### src/rtl/ibex_rvfi_trace_buffer_if.sv
// -----------------------------------------------------------------------------
// ibex_rvfi_trace_buffer_if
// Purpose : 32-bit trace word stream with valid/ready handshake, carrying the
//           serialised retirement packets from ibex_rvfi_trace_buffer to an
//           off-core trace sink (DMA, debug port, testbench monitor).
// Signals : trace_valid_o  word valid        (master -> slave)
//           trace_ready_i  sink ready        (slave  -> master)
//           trace_data_o   32-bit trace word (master -> slave)
//           trace_last_o   final word of the packet (master -> slave)
// Modports: master = the trace buffer, slave = the trace sink.
// -----------------------------------------------------------------------------
interface ibex_rvfi_trace_buffer_if;
   logic        trace_valid_o;
   logic        trace_ready_i;
   logic [31:0] trace_data_o;
   logic        trace_last_o;

   modport master (
      output trace_valid_o,
      output trace_data_o,
      output trace_last_o,
      input  trace_ready_i
   );

   modport slave (
      input  trace_valid_o,
      input  trace_data_o,
      input  trace_last_o,
      output trace_ready_i
   );
endinterface

### src/rtl/ibex_rvfi_trace_buffer.sv
// -----------------------------------------------------------------------------
// ibex_rvfi_trace_buffer
// Purpose : Captures the ibex RVFI retirement stream, queues one record per
//           retired instruction in a small FIFO and serialises each record as
//           a 3-5 word packet (HDR, PC, INSN, [RD], [MEM]) on a valid/ready
//           stream. Records that arrive while the FIFO is full are dropped;
//           the number of drops since the previous header is reported in the
//           next header, and a saturating lifetime total is exported.
// Ports   : clk_i, rst_ni         clock, asynchronous active-low reset
//           rvfi_*                 retirement stream from ibex_top
//           trace (master)         trace word stream (valid/ready/data/last)
//           fifo_level_o           registered FIFO occupancy
//           drop_total_o           saturating lifetime drop count
// Params  : Depth      FIFO entries (power of two, >= 2)
//           SyncNibble header bits [31:28]
// -----------------------------------------------------------------------------
module ibex_rvfi_trace_buffer #(
   parameter int unsigned Depth      = 8,
   parameter logic [3:0]  SyncNibble = 4'hA
) (
   input  logic                      clk_i,
   input  logic                      rst_ni,
   input  logic                      rvfi_valid,
   input  logic [31:0]               rvfi_insn,
   input  logic                      rvfi_trap,
   input  logic                      rvfi_halt,
   input  logic                      rvfi_intr,
   input  logic [31:0]               rvfi_pc_rdata,
   input  logic [4:0]                rvfi_rd_addr,
   input  logic [31:0]               rvfi_rd_wdata,
   input  logic [31:0]               rvfi_mem_addr,
   input  logic [3:0]                rvfi_mem_rmask,
   input  logic [3:0]                rvfi_mem_wmask,
   ibex_rvfi_trace_buffer_if.master  trace,
   output logic [$clog2(Depth):0]    fifo_level_o,
   output logic [15:0]               drop_total_o
);

   localparam int unsigned AW = $clog2(Depth);
   localparam int unsigned LW = AW + 1;

   typedef struct packed {
      logic        trap;
      logic        intr;
      logic        halt;
      logic        has_rd;
      logic        has_mem;
      logic        is_store;
      logic [4:0]  rd_addr;
      logic [31:0] pc;
      logic [31:0] insn;
      logic [31:0] rd_wdata;
      logic [31:0] mem_addr;
   } rec_t;

   typedef enum logic [2:0] {
      S_IDLE = 3'd0,
      S_HDR  = 3'd1,
      S_PC   = 3'd2,
      S_INSN = 3'd3,
      S_RD   = 3'd4,
      S_MEM  = 3'd5
   } state_e;

   // Header word: sync nibble, flags, rd, drop indication and latched drop count.
   function automatic logic [31:0] f_hdr(input rec_t r, input logic [15:0] d);
      return {SyncNibble, r.trap, r.intr, r.halt, r.has_rd, r.has_mem,
              r.is_store, r.rd_addr, (d != 16'd0), d};
   endfunction

   rec_t            w_rvfi_rec;
   logic            r_in_valid;
   rec_t            r_in_rec;

   rec_t            r_mem [Depth];
   logic [AW-1:0]   r_wptr;
   logic [AW-1:0]   r_rptr;
   logic [LW-1:0]   r_level;

   logic [15:0]     r_pending;
   logic [15:0]     r_drop_total;
   logic [15:0]     r_hdr_drops;

   state_e          r_state;
   state_e          w_state_nxt;
   rec_t            r_rec;
   rec_t            w_rec_nxt;
   logic [15:0]     w_hdr_drops_nxt;

   logic            r_valid;
   logic [31:0]     r_data;
   logic            r_last;
   logic            w_valid_nxt;
   logic [31:0]     w_data_nxt;
   logic            w_last_nxt;

   logic            w_fire;
   logic            w_pop;
   logic            w_push;
   logic            w_drop;
   logic            w_full_post;

   assign w_rvfi_rec = '{
      trap:     rvfi_trap,
      intr:     rvfi_intr,
      halt:     rvfi_halt,
      has_rd:   (rvfi_rd_addr != 5'd0),
      has_mem:  ((rvfi_mem_rmask | rvfi_mem_wmask) != 4'd0),
      is_store: (rvfi_mem_wmask != 4'd0),
      rd_addr:  rvfi_rd_addr,
      pc:       rvfi_pc_rdata,
      insn:     rvfi_insn,
      rd_wdata: rvfi_rd_wdata,
      mem_addr: rvfi_mem_addr
   };

   assign w_fire = r_valid & trace.trace_ready_i;

   // Full test uses the occupancy after this cycle's pop, so a pop and a push
   // on the same edge never cause a drop.
   assign w_full_post = ((r_level - LW'(w_pop)) == LW'(Depth));
   assign w_push      = r_in_valid & ~w_full_post;
   assign w_drop      = r_in_valid & w_full_post;

   // Input capture stage: one registered copy of the retirement port.
   always_ff @(posedge clk_i or negedge rst_ni) begin
      if (!rst_ni) begin
         r_in_valid <= 1'b0;
         r_in_rec   <= '0;
      end else begin
         r_in_valid <= rvfi_valid;
         if (rvfi_valid) begin
            r_in_rec <= w_rvfi_rec;
         end
      end
   end

   // FIFO storage; contents are qualified by the pointers, so no reset needed.
   always_ff @(posedge clk_i) begin
      if (w_push) begin
         r_mem[r_wptr] <= r_in_rec;
      end
   end

   // FIFO pointers and occupancy.
   always_ff @(posedge clk_i or negedge rst_ni) begin
      if (!rst_ni) begin
         r_wptr  <= '0;
         r_rptr  <= '0;
         r_level <= '0;
      end else begin
         if (w_push) begin
            r_wptr <= r_wptr + AW'(1);
         end
         if (w_pop) begin
            r_rptr <= r_rptr + AW'(1);
         end
         r_level <= r_level + LW'(w_push) - LW'(w_pop);
      end
   end

   // Drop accounting: pending count is handed to the header on every pop.
   always_ff @(posedge clk_i or negedge rst_ni) begin
      if (!rst_ni) begin
         r_pending    <= 16'd0;
         r_drop_total <= 16'd0;
      end else begin
         if (w_pop) begin
            r_pending <= w_drop ? 16'd1 : 16'd0;
         end else if (w_drop && (r_pending != 16'hFFFF)) begin
            r_pending <= r_pending + 16'd1;
         end
         if (w_drop && (r_drop_total != 16'hFFFF)) begin
            r_drop_total <= r_drop_total + 16'd1;
         end
      end
   end

   // Serializer next state; the last word's acceptance pops the next record
   // directly into HDR so back-to-back packets have no bubble.
   always_comb begin
      w_state_nxt = r_state;
      w_pop       = 1'b0;
      unique case (r_state)
         S_IDLE: begin
            if (r_level != LW'(0)) begin
               w_pop       = 1'b1;
               w_state_nxt = S_HDR;
            end else begin
               w_state_nxt = S_IDLE;
            end
         end
         S_HDR: begin
            if (w_fire) begin
               w_state_nxt = S_PC;
            end else begin
               w_state_nxt = S_HDR;
            end
         end
         S_PC: begin
            if (w_fire) begin
               w_state_nxt = S_INSN;
            end else begin
               w_state_nxt = S_PC;
            end
         end
         S_INSN, S_RD, S_MEM: begin
            if (!w_fire) begin
               w_state_nxt = r_state;
            end else if ((r_state == S_INSN) && r_rec.has_rd) begin
               w_state_nxt = S_RD;
            end else if ((r_state != S_MEM) && r_rec.has_mem) begin
               w_state_nxt = S_MEM;
            end else if (r_level != LW'(0)) begin
               w_pop       = 1'b1;
               w_state_nxt = S_HDR;
            end else begin
               w_state_nxt = S_IDLE;
            end
         end
         default: begin
            w_state_nxt = S_IDLE;
         end
      endcase
   end

   // Record and latched drop count that the next output word is built from.
   always_comb begin
      if (w_pop) begin
         w_rec_nxt       = r_mem[r_rptr];
         w_hdr_drops_nxt = r_pending;
      end else begin
         w_rec_nxt       = r_rec;
         w_hdr_drops_nxt = r_hdr_drops;
      end
   end

   // Next output word, derived from the next state so outputs are registered.
   always_comb begin
      w_valid_nxt = 1'b0;
      w_data_nxt  = 32'h0000_0000;
      w_last_nxt  = 1'b0;
      unique case (w_state_nxt)
         S_IDLE: begin
            w_valid_nxt = 1'b0;
         end
         S_HDR: begin
            w_valid_nxt = 1'b1;
            w_data_nxt  = f_hdr(w_rec_nxt, w_hdr_drops_nxt);
         end
         S_PC: begin
            w_valid_nxt = 1'b1;
            w_data_nxt  = w_rec_nxt.pc;
         end
         S_INSN: begin
            w_valid_nxt = 1'b1;
            w_data_nxt  = w_rec_nxt.insn;
            w_last_nxt  = ~w_rec_nxt.has_rd & ~w_rec_nxt.has_mem;
         end
         S_RD: begin
            w_valid_nxt = 1'b1;
            w_data_nxt  = w_rec_nxt.rd_wdata;
            w_last_nxt  = ~w_rec_nxt.has_mem;
         end
         S_MEM: begin
            w_valid_nxt = 1'b1;
            w_data_nxt  = w_rec_nxt.mem_addr;
            w_last_nxt  = 1'b1;
         end
         default: begin
            w_valid_nxt = 1'b0;
         end
      endcase
   end

   // Serializer state, current record and output word registers.
   always_ff @(posedge clk_i or negedge rst_ni) begin
      if (!rst_ni) begin
         r_state     <= S_IDLE;
         r_rec       <= '0;
         r_hdr_drops <= 16'd0;
         r_valid     <= 1'b0;
         r_data      <= 32'h0000_0000;
         r_last      <= 1'b0;
      end else begin
         r_state     <= w_state_nxt;
         r_rec       <= w_rec_nxt;
         r_hdr_drops <= w_hdr_drops_nxt;
         r_valid     <= w_valid_nxt;
         r_data      <= w_data_nxt;
         r_last      <= w_last_nxt;
      end
   end

   assign trace.trace_valid_o = r_valid;
   assign trace.trace_data_o  = r_data;
   assign trace.trace_last_o  = r_last;
   assign fifo_level_o        = r_level;
   assign drop_total_o        = r_drop_total;

endmodule

### src/flat_wrapper.sv
// flat-port wrapper written by rule: the top's interface ports become plain ports
module ibex_rvfi_trace_buffer_flat 
#(
   parameter int unsigned Depth      = 8,
   parameter logic [3:0]  SyncNibble = 4'hA
)
  (clk_i, rst_ni, rvfi_valid, rvfi_insn, rvfi_trap, rvfi_halt, rvfi_intr, rvfi_pc_rdata, rvfi_rd_addr, rvfi_rd_wdata, rvfi_mem_addr, rvfi_mem_rmask, rvfi_mem_wmask, fifo_level_o, drop_total_o, trace_trace_valid_o, trace_trace_data_o, trace_trace_last_o, trace_trace_ready_i);
  ibex_rvfi_trace_buffer_if trace_i ();
  input  logic clk_i;
  input  logic rst_ni;
  input  logic rvfi_valid;
  input  logic [31:0] rvfi_insn;
  input  logic rvfi_trap;
  input  logic rvfi_halt;
  input  logic rvfi_intr;
  input  logic [31:0] rvfi_pc_rdata;
  input  logic [4:0] rvfi_rd_addr;
  input  logic [31:0] rvfi_rd_wdata;
  input  logic [31:0] rvfi_mem_addr;
  input  logic [3:0] rvfi_mem_rmask;
  input  logic [3:0] rvfi_mem_wmask;
  output logic [$clog2(Depth):0] fifo_level_o;
  output logic [15:0] drop_total_o;
  output wire logic [$bits(trace_i.trace_valid_o)-1:0] trace_trace_valid_o;
  output wire logic [$bits(trace_i.trace_data_o)-1:0] trace_trace_data_o;
  output wire logic [$bits(trace_i.trace_last_o)-1:0] trace_trace_last_o;
  input wire logic [$bits(trace_i.trace_ready_i)-1:0] trace_trace_ready_i;
  assign trace_trace_valid_o = trace_i.trace_valid_o;
  assign trace_trace_data_o = trace_i.trace_data_o;
  assign trace_trace_last_o = trace_i.trace_last_o;
  assign trace_i.trace_ready_i = trace_trace_ready_i;
  ibex_rvfi_trace_buffer #(.Depth(Depth), .SyncNibble(SyncNibble)) u_core (.clk_i(clk_i), .rst_ni(rst_ni), .rvfi_valid(rvfi_valid), .rvfi_insn(rvfi_insn), .rvfi_trap(rvfi_trap), .rvfi_halt(rvfi_halt), .rvfi_intr(rvfi_intr), .rvfi_pc_rdata(rvfi_pc_rdata), .rvfi_rd_addr(rvfi_rd_addr), .rvfi_rd_wdata(rvfi_rd_wdata), .rvfi_mem_addr(rvfi_mem_addr), .rvfi_mem_rmask(rvfi_mem_rmask), .rvfi_mem_wmask(rvfi_mem_wmask), .trace(trace_i), .fifo_level_o(fifo_level_o), .drop_total_o(drop_total_o));
endmodule
### config.mk
export PLATFORM = sky130hd
export DESIGN_NAME = ibex_rvfi_trace_buffer_flat
export DESIGN_NICKNAME = d
export VERILOG_FILES = /design/src/rtl/ibex_rvfi_trace_buffer_if.sv /design/src/rtl/ibex_rvfi_trace_buffer.sv /design/src/flat_wrapper.sv
export SDC_FILE = /design/constraint.sdc
export NUM_CORES = 2
export LEC_CHECK = 0
export ABC_CLOCK_PERIOD_IN_PS = 39000
export BUFFER_PORTS_ARGS = -buffer_cell sky130_fd_sc_hd__buf_4
export CORE_AREA = 10 10 462 464
export CTS_CLUSTER_SIZE = 40
export DETAILED_ROUTE_END_ITERATION = 6
export DIE_AREA = 0 0 472 474
export PLACE_DENSITY = 0.41
export SETUP_SLACK_MARGIN = 0.3
export SKIP_CTS_REPAIR_TIMING = 1
export SYNTH_ARGS = -nofsm -noshare
export SYNTH_HDL_FRONTEND = slang
export SYNTH_SLANG_ARGS = --single-unit
### constraint.sdc
create_clock -name clk_i -period 39 [get_ports clk_i]
set_input_delay 11.7 -clock clk_i [delete_from_list [all_inputs] [get_ports clk_i]]
set_output_delay 11.7 -clock clk_i [all_outputs]
set_load 0.02 [all_outputs]
Word-level counts from Yosys, hierarchy flattened
Memory sizes are Yosys's and may differ from the RTL's. Index checks and enable logic that the tools add are counted.

Bits in registers: 374. Memory bits (writable): 1112. Input bits: 148. Output and inout bits: 54. Word-level logic and storage cells: 98. Memories kept: 1.

Memories: u_core.r_mem (words 8, width 139, read ports 1, clocked after memory_dff 0, wr ports 1, line ibex_rvfi_trace_buffer.sv:75) `rec_t r_mem [Depth];`.

Add/subtract/negate cells: 7. Equal/unequal tests: 14. Mux-type cells: 22. Bitwise gates (word level): 8. Reductions and logical operators: 13.

Operators by type and width (number): case mux 32 bit (5 select lines) (1); two-way mux 139 bit (1); two-way mux 16 bit (3); adder 16 x 1 -> 16 bit (second input constant) (2); inequality test 16 bit (second input constant) (2); nonzero test 16 bit (1); equality test 3 x 2 -> 1 bit (second input constant) (4); equality test 3 bit (second input constant) (4); case mux 3 bit (4 select lines) (1); nonzero test 4 bit (3); two-way mux 1 bit (10); two-way mux 3 bit (3); subtractor 4 x 1 -> 4 bit (2); adder 3 x 1 -> 3 bit (second input constant) (2); equality test 3 x 1 -> 1 bit (second input constant) (2); nonzero test 5 bit (1); OR reduction 5 bit (1); adder 4 x 1 -> 4 bit (1); bitwise AND 1 bit (4); equality test 4 bit (second input constant) (1); logical AND 1 bit (4); OR 4 bit (1); zero test 3 bit (1); inequality test 3 bit (second input constant) (1); 6 further kinds (8).

Longest topological paths before layout
Depth after elaboration: 12. Mapped depth: 22. Depth with buffers taken out: 16.

Worst setup path after synthesis
No wires, ideal clock.

Kind: input-to-reg. Start point: in trace_trace_ready_i. End point: mem u_core.r_mem[0][0] in the netlist's numbering, enable pin. Data arrival time: 23.743 ns. Data required time: 38.193 ns. Path slack: 14.450 ns. Stages: 19. Buffers on the path: 7. Path through: and2_1 -> buf_2 -> nand2_1 -> o221ai_2 -> and2_1 -> buf_4 -> buf_6 -> buf_6 -> buf_2 -> buf_2 -> ha_1 -> inv_1 -> ha_1 -> nor2b_1 -> o211ai_1 -> and2_1 -> clkbuf_1 -> nand2b_1 -> nor3_1.

Cells in the longest elaborated chain, start to end: 9.

Ends and longest elaborated chain: from (decl) (line flat_wrapper.sv:27) `input wire logic [$bits(trace_i.trace_ready_i)-1:0] trace_trace_ready_i;`; bitwise AND 1 bit (line ibex_rvfi_trace_buffer.sv:117) `assign w_fire = r_valid & trace.trace_ready_i;`; two-way mux 1 bit (line ibex_rvfi_trace_buffer.sv:208) `if (!w_fire) begin`; case mux 1 bit (2 select lines) (line ibex_rvfi_trace_buffer.sv:184) `unique case (r_state)`; subtractor 4 x 1 -> 4 bit (line ibex_rvfi_trace_buffer.sv:121) `assign w_full_post = ((r_level - LW'(w_pop)) == LW'(Depth));`; equality test 4 bit (line ibex_rvfi_trace_buffer.sv:121); inverter 1 bit (line ibex_rvfi_trace_buffer.sv:122) `assign w_push = r_in_valid & ~w_full_post;`; bitwise AND 1 bit (line ibex_rvfi_trace_buffer.sv:122); net u_core.w_push (line ibex_rvfi_trace_buffer.sv:99) `logic w_push;`; two-way mux 1 bit (line ibex_rvfi_trace_buffer.sv:140) `if (w_push) begin`; two-way mux 1 bit (not written as such) (line ibex_rvfi_trace_buffer.sv:141) `r_mem[r_wptr] <= r_in_rec;`; to (decl) (line ibex_rvfi_trace_buffer.sv:75).

The timed path passes the listed nets, and every way through them passes these cells.

Worst setup path in the final report
Start point: in trace_trace_ready_i. End point: mem u_core.r_mem[2][2] in the netlist's numbering, enable pin.

Cells in the longest elaborated chain, start to end: 9.

Ends and longest elaborated chain (line): bitwise AND 1 bit (ibex_rvfi_trace_buffer.sv:117); two-way mux 1 bit (ibex_rvfi_trace_buffer.sv:208); case mux 1 bit (2 select lines) (ibex_rvfi_trace_buffer.sv:184); subtractor 4 x 1 -> 4 bit (ibex_rvfi_trace_buffer.sv:121); equality test 4 bit (ibex_rvfi_trace_buffer.sv:121); inverter 1 bit (ibex_rvfi_trace_buffer.sv:122); bitwise AND 1 bit (ibex_rvfi_trace_buffer.sv:122); two-way mux 1 bit (ibex_rvfi_trace_buffer.sv:140); two-way mux 1 bit (not written as such) (ibex_rvfi_trace_buffer.sv:141).

No other way between the ends.

==> flow_summary.toml <==
[logic_synthesis]
ys_seq_area_frac = 0.752
synth_area_sq_um = 56800
ys_warn_count = 0
yosys-top-cells-area = "edfxtp_1 59%, dfrtp_1 16%, mux4_2 11%"
synthArstFlopShare = 0.252
synth_edf_count = 1112
synth_cell_type_count = 57
synth.top_cell.area_share = 0.588
ys_ff_latch = 1486
postSynthAreaPerCell_sq_um = 19.2
synth_top_area_cell = "edfxtp_1"
synth-main-ff-cell = "edfxtp_1"
synthesis.nets = 3114
netlist_instances = 2953

[floorplan]
die_area_sq_um = 224000
fp.coreArea_sq_um = 204000
die_x_microns = 472
initial_core_util = 0.279
fp-row-count = 166
chipHeight_microns = 474
num_io_pins = 202

[final_layout]
fill_cells = 19600
syn2layout_area_growth_pct = 18.0
final_layout_size_suffix_gt1_frac = 0.287
most-common-layout-cells = "1112 x edfxtp_1, 371 x dfrtp_1, 278 x mux4_2"
final-seq-area_sq_um = 42800
fin_nets = 3369
final_common_cell = "edfxtp_1"
multi_input_area_sq_um = 13200
fin_cells = 6054

[routing]
drtIter0Drc = 1770
dr.pass1.iters = 5
routed_via_density = 4.72
route.vias.total = 28600
routed_wl_microns = 161000
antenna_left = 0
wl_per_cell_microns = 26.6
drc = 0

[global_route]
top_usage_layer = "met2"
grt_usage = 0.142
met3_usage = 0.0244
gr-total-overflow = 0
antenna_found_initial = 6
grt_start_max_net_pins = 129
grt_pass1_vias = 30400
grtUsageMet2 = 0.239
use_met1 = 0.190
grt_pass1_wl_microns = 233000

[worst_setup_path]
critPathKind = "in2reg"
worstSetupEndpointType = "register"
critPathLaunch = "trace_trace_ready_i"
cp_max_fo = 47
r2r_end = "u_core.r_mem[2][2]"
crit_path_start_kind = "primary input"
reg2regPathDepth = 14
cp.arrival_ns = 16.35
r2r_setup_slack_ns = 33.53
timing.rr.start = "u_core.r_state[2]"
required_ns = 39.42

[timing]
skew_ns = 0.0351
fmax_mhz = 62.8
whs_ns = 0.487
final.period_utilization = 0.408
hold_viol_final = 0
min_period_ns = 15.93
slew_viol_final = 0
setup_viol = 0
tns_ns = 0
maxSlewHeadroom = 0.343
rsz0062_at_grt = "false"
tightest_slew_ns = 0.985

[cts]
root_buffer = "clkbuf_16"
numClockSinks = 1486
clkLatencyLatePin_ns = 0.81
cts_buffers = 170
cts.clk_slew.worst_paths_ns = 0.06
htreeDepth = 4
cts_tree = "yes"
cts.path.max_buffers = 3

[placement]
dp_cells = 5724
dpl.hpwl_microns = 95600
portBuffers = 201
gp_congestion = 0.711

[worst_hold_path]
hold_depth = 1
hp-class = "reg2reg"
min_to = "u_core.drop_total_o[15]"
hold_start = "u_core.drop_total_o[15]"

[job]
drv_cap = 0

[power]
vdd_drop_max_mv = 0.0971
p_per_area_nw_per_um2 = 81.5
leakagePower_nw = 22.8
fin_total_pwr_mw = 5.47

[status]
status = "finished clean"
metal layers:
layer	part of all wire	vias to the layer above
met3	0.036	193
met4	0.019	0
met1	0.45	15500
met5	0	-
met2	0.50	554
li1	-	12300
stage by stage:
step	instance area [sq um]	util	worst slack, ns
after detailed placement	61500	0.301	22.22
after CTS	67000	0.329	23.11
after global routing	67000	0.329	22.80
after global placement	61500	0.301	22.30
after floorplan	56800	-	14.45
final	67000	0.329	23.07
synth_stat cells, types with 9 or more instances:
cell type and n:
edfxtp_1 1112, dfrtp_1 374, mux4_2 278, a21oi_1 210
mux2_2 156, nand2_1 129, a31oi_1 102, nand2b_1 102
clkbuf_1 91, mux2i_1 53, nor2_1 50, buf_4 38
buf_2 29, a22oi_1 22, xor2_1 21, a221oi_1 19
xnor2_1 13, buf_1 12, ha_1 12, inv_1 12
nor4_1 11, nand4_1 10, o211ai_1 10, nand3_1 9
how the worst max path moves through the flow:
stage                          endpoint
floorplan            u_core.r_mem[0][0]
global placement     u_core.r_mem[2][9]
detailed placement  u_core.r_mem[2][34]
CTS                  u_core.r_mem[2][2]
global route        u_core.r_mem[2][41]
finish               u_core.r_mem[2][2]
kinds of logic after synthesis:
family,synth area share
flip-flops,0.752
multiplexers,0.150
XOR/XNOR,0.00524
adder cells (fa/ha/maj),0.00299
buffers and inverters,0.0164
AND/OR/NAND/NOR,0.0299
AO/OA/AOI/OAI,0.0428
flip-flops by register name (all words and copies together), names as in the netlist:
name and count:
u_core.drop_total_o 16, u_core.fifo_level_o 4, u_core.r_in_valid 1, u_core.r_state 3
u_core.r_wptr 3, u_core.r_rptr 3, u_core.r_pending 16, u_core.trace.trace_valid_o 1
u_core.r_hdr_drops 16, u_core.trace.trace_last_o 1, u_core.r_mem 1112, u_core.r_in_rec 139
u_core.trace.trace_data_o 32, u_core.r_rec 139
power breakdown:
| part | internal (mW) | switching, mW |
|---|---|---|
| registers | 2.04 | 0.172 |
| clock network | 0.929 | 0.660 |
| logic | 0.596 | 1.07 |
| total | 3.57 | 1.90 |
worst max-delay path: stages:
cell and delay [ns]:
buf_4 0.09, and2_1 0.24, nand2_1 0.12, o221ai_4 0.60, and2_4 0.35, ha_1 0.22
inv_1 0.08, ha_1 0.29, nor2b_1 0.06, o211ai_1 0.08, and2_1 0.28, nand2b_1 0.26
nor2_4 0.36, buf_4 0.66, buf_4 0.76
area by class of cell:
cell class / count / area share
diodes: 8 / 0.000299
multi-input cells: 1277 / 0.197
well taps: 2688 / 0.0502
clock buffers: 246 / 0.0719
clock inverters: 76 / 0.0110
repair buffers: 258 / 0.0307
flip-flops and latches: 1486 / 0.638
inverters: 15 / 0.000840
No activity file was read; power rests on OpenSTA's default activity.
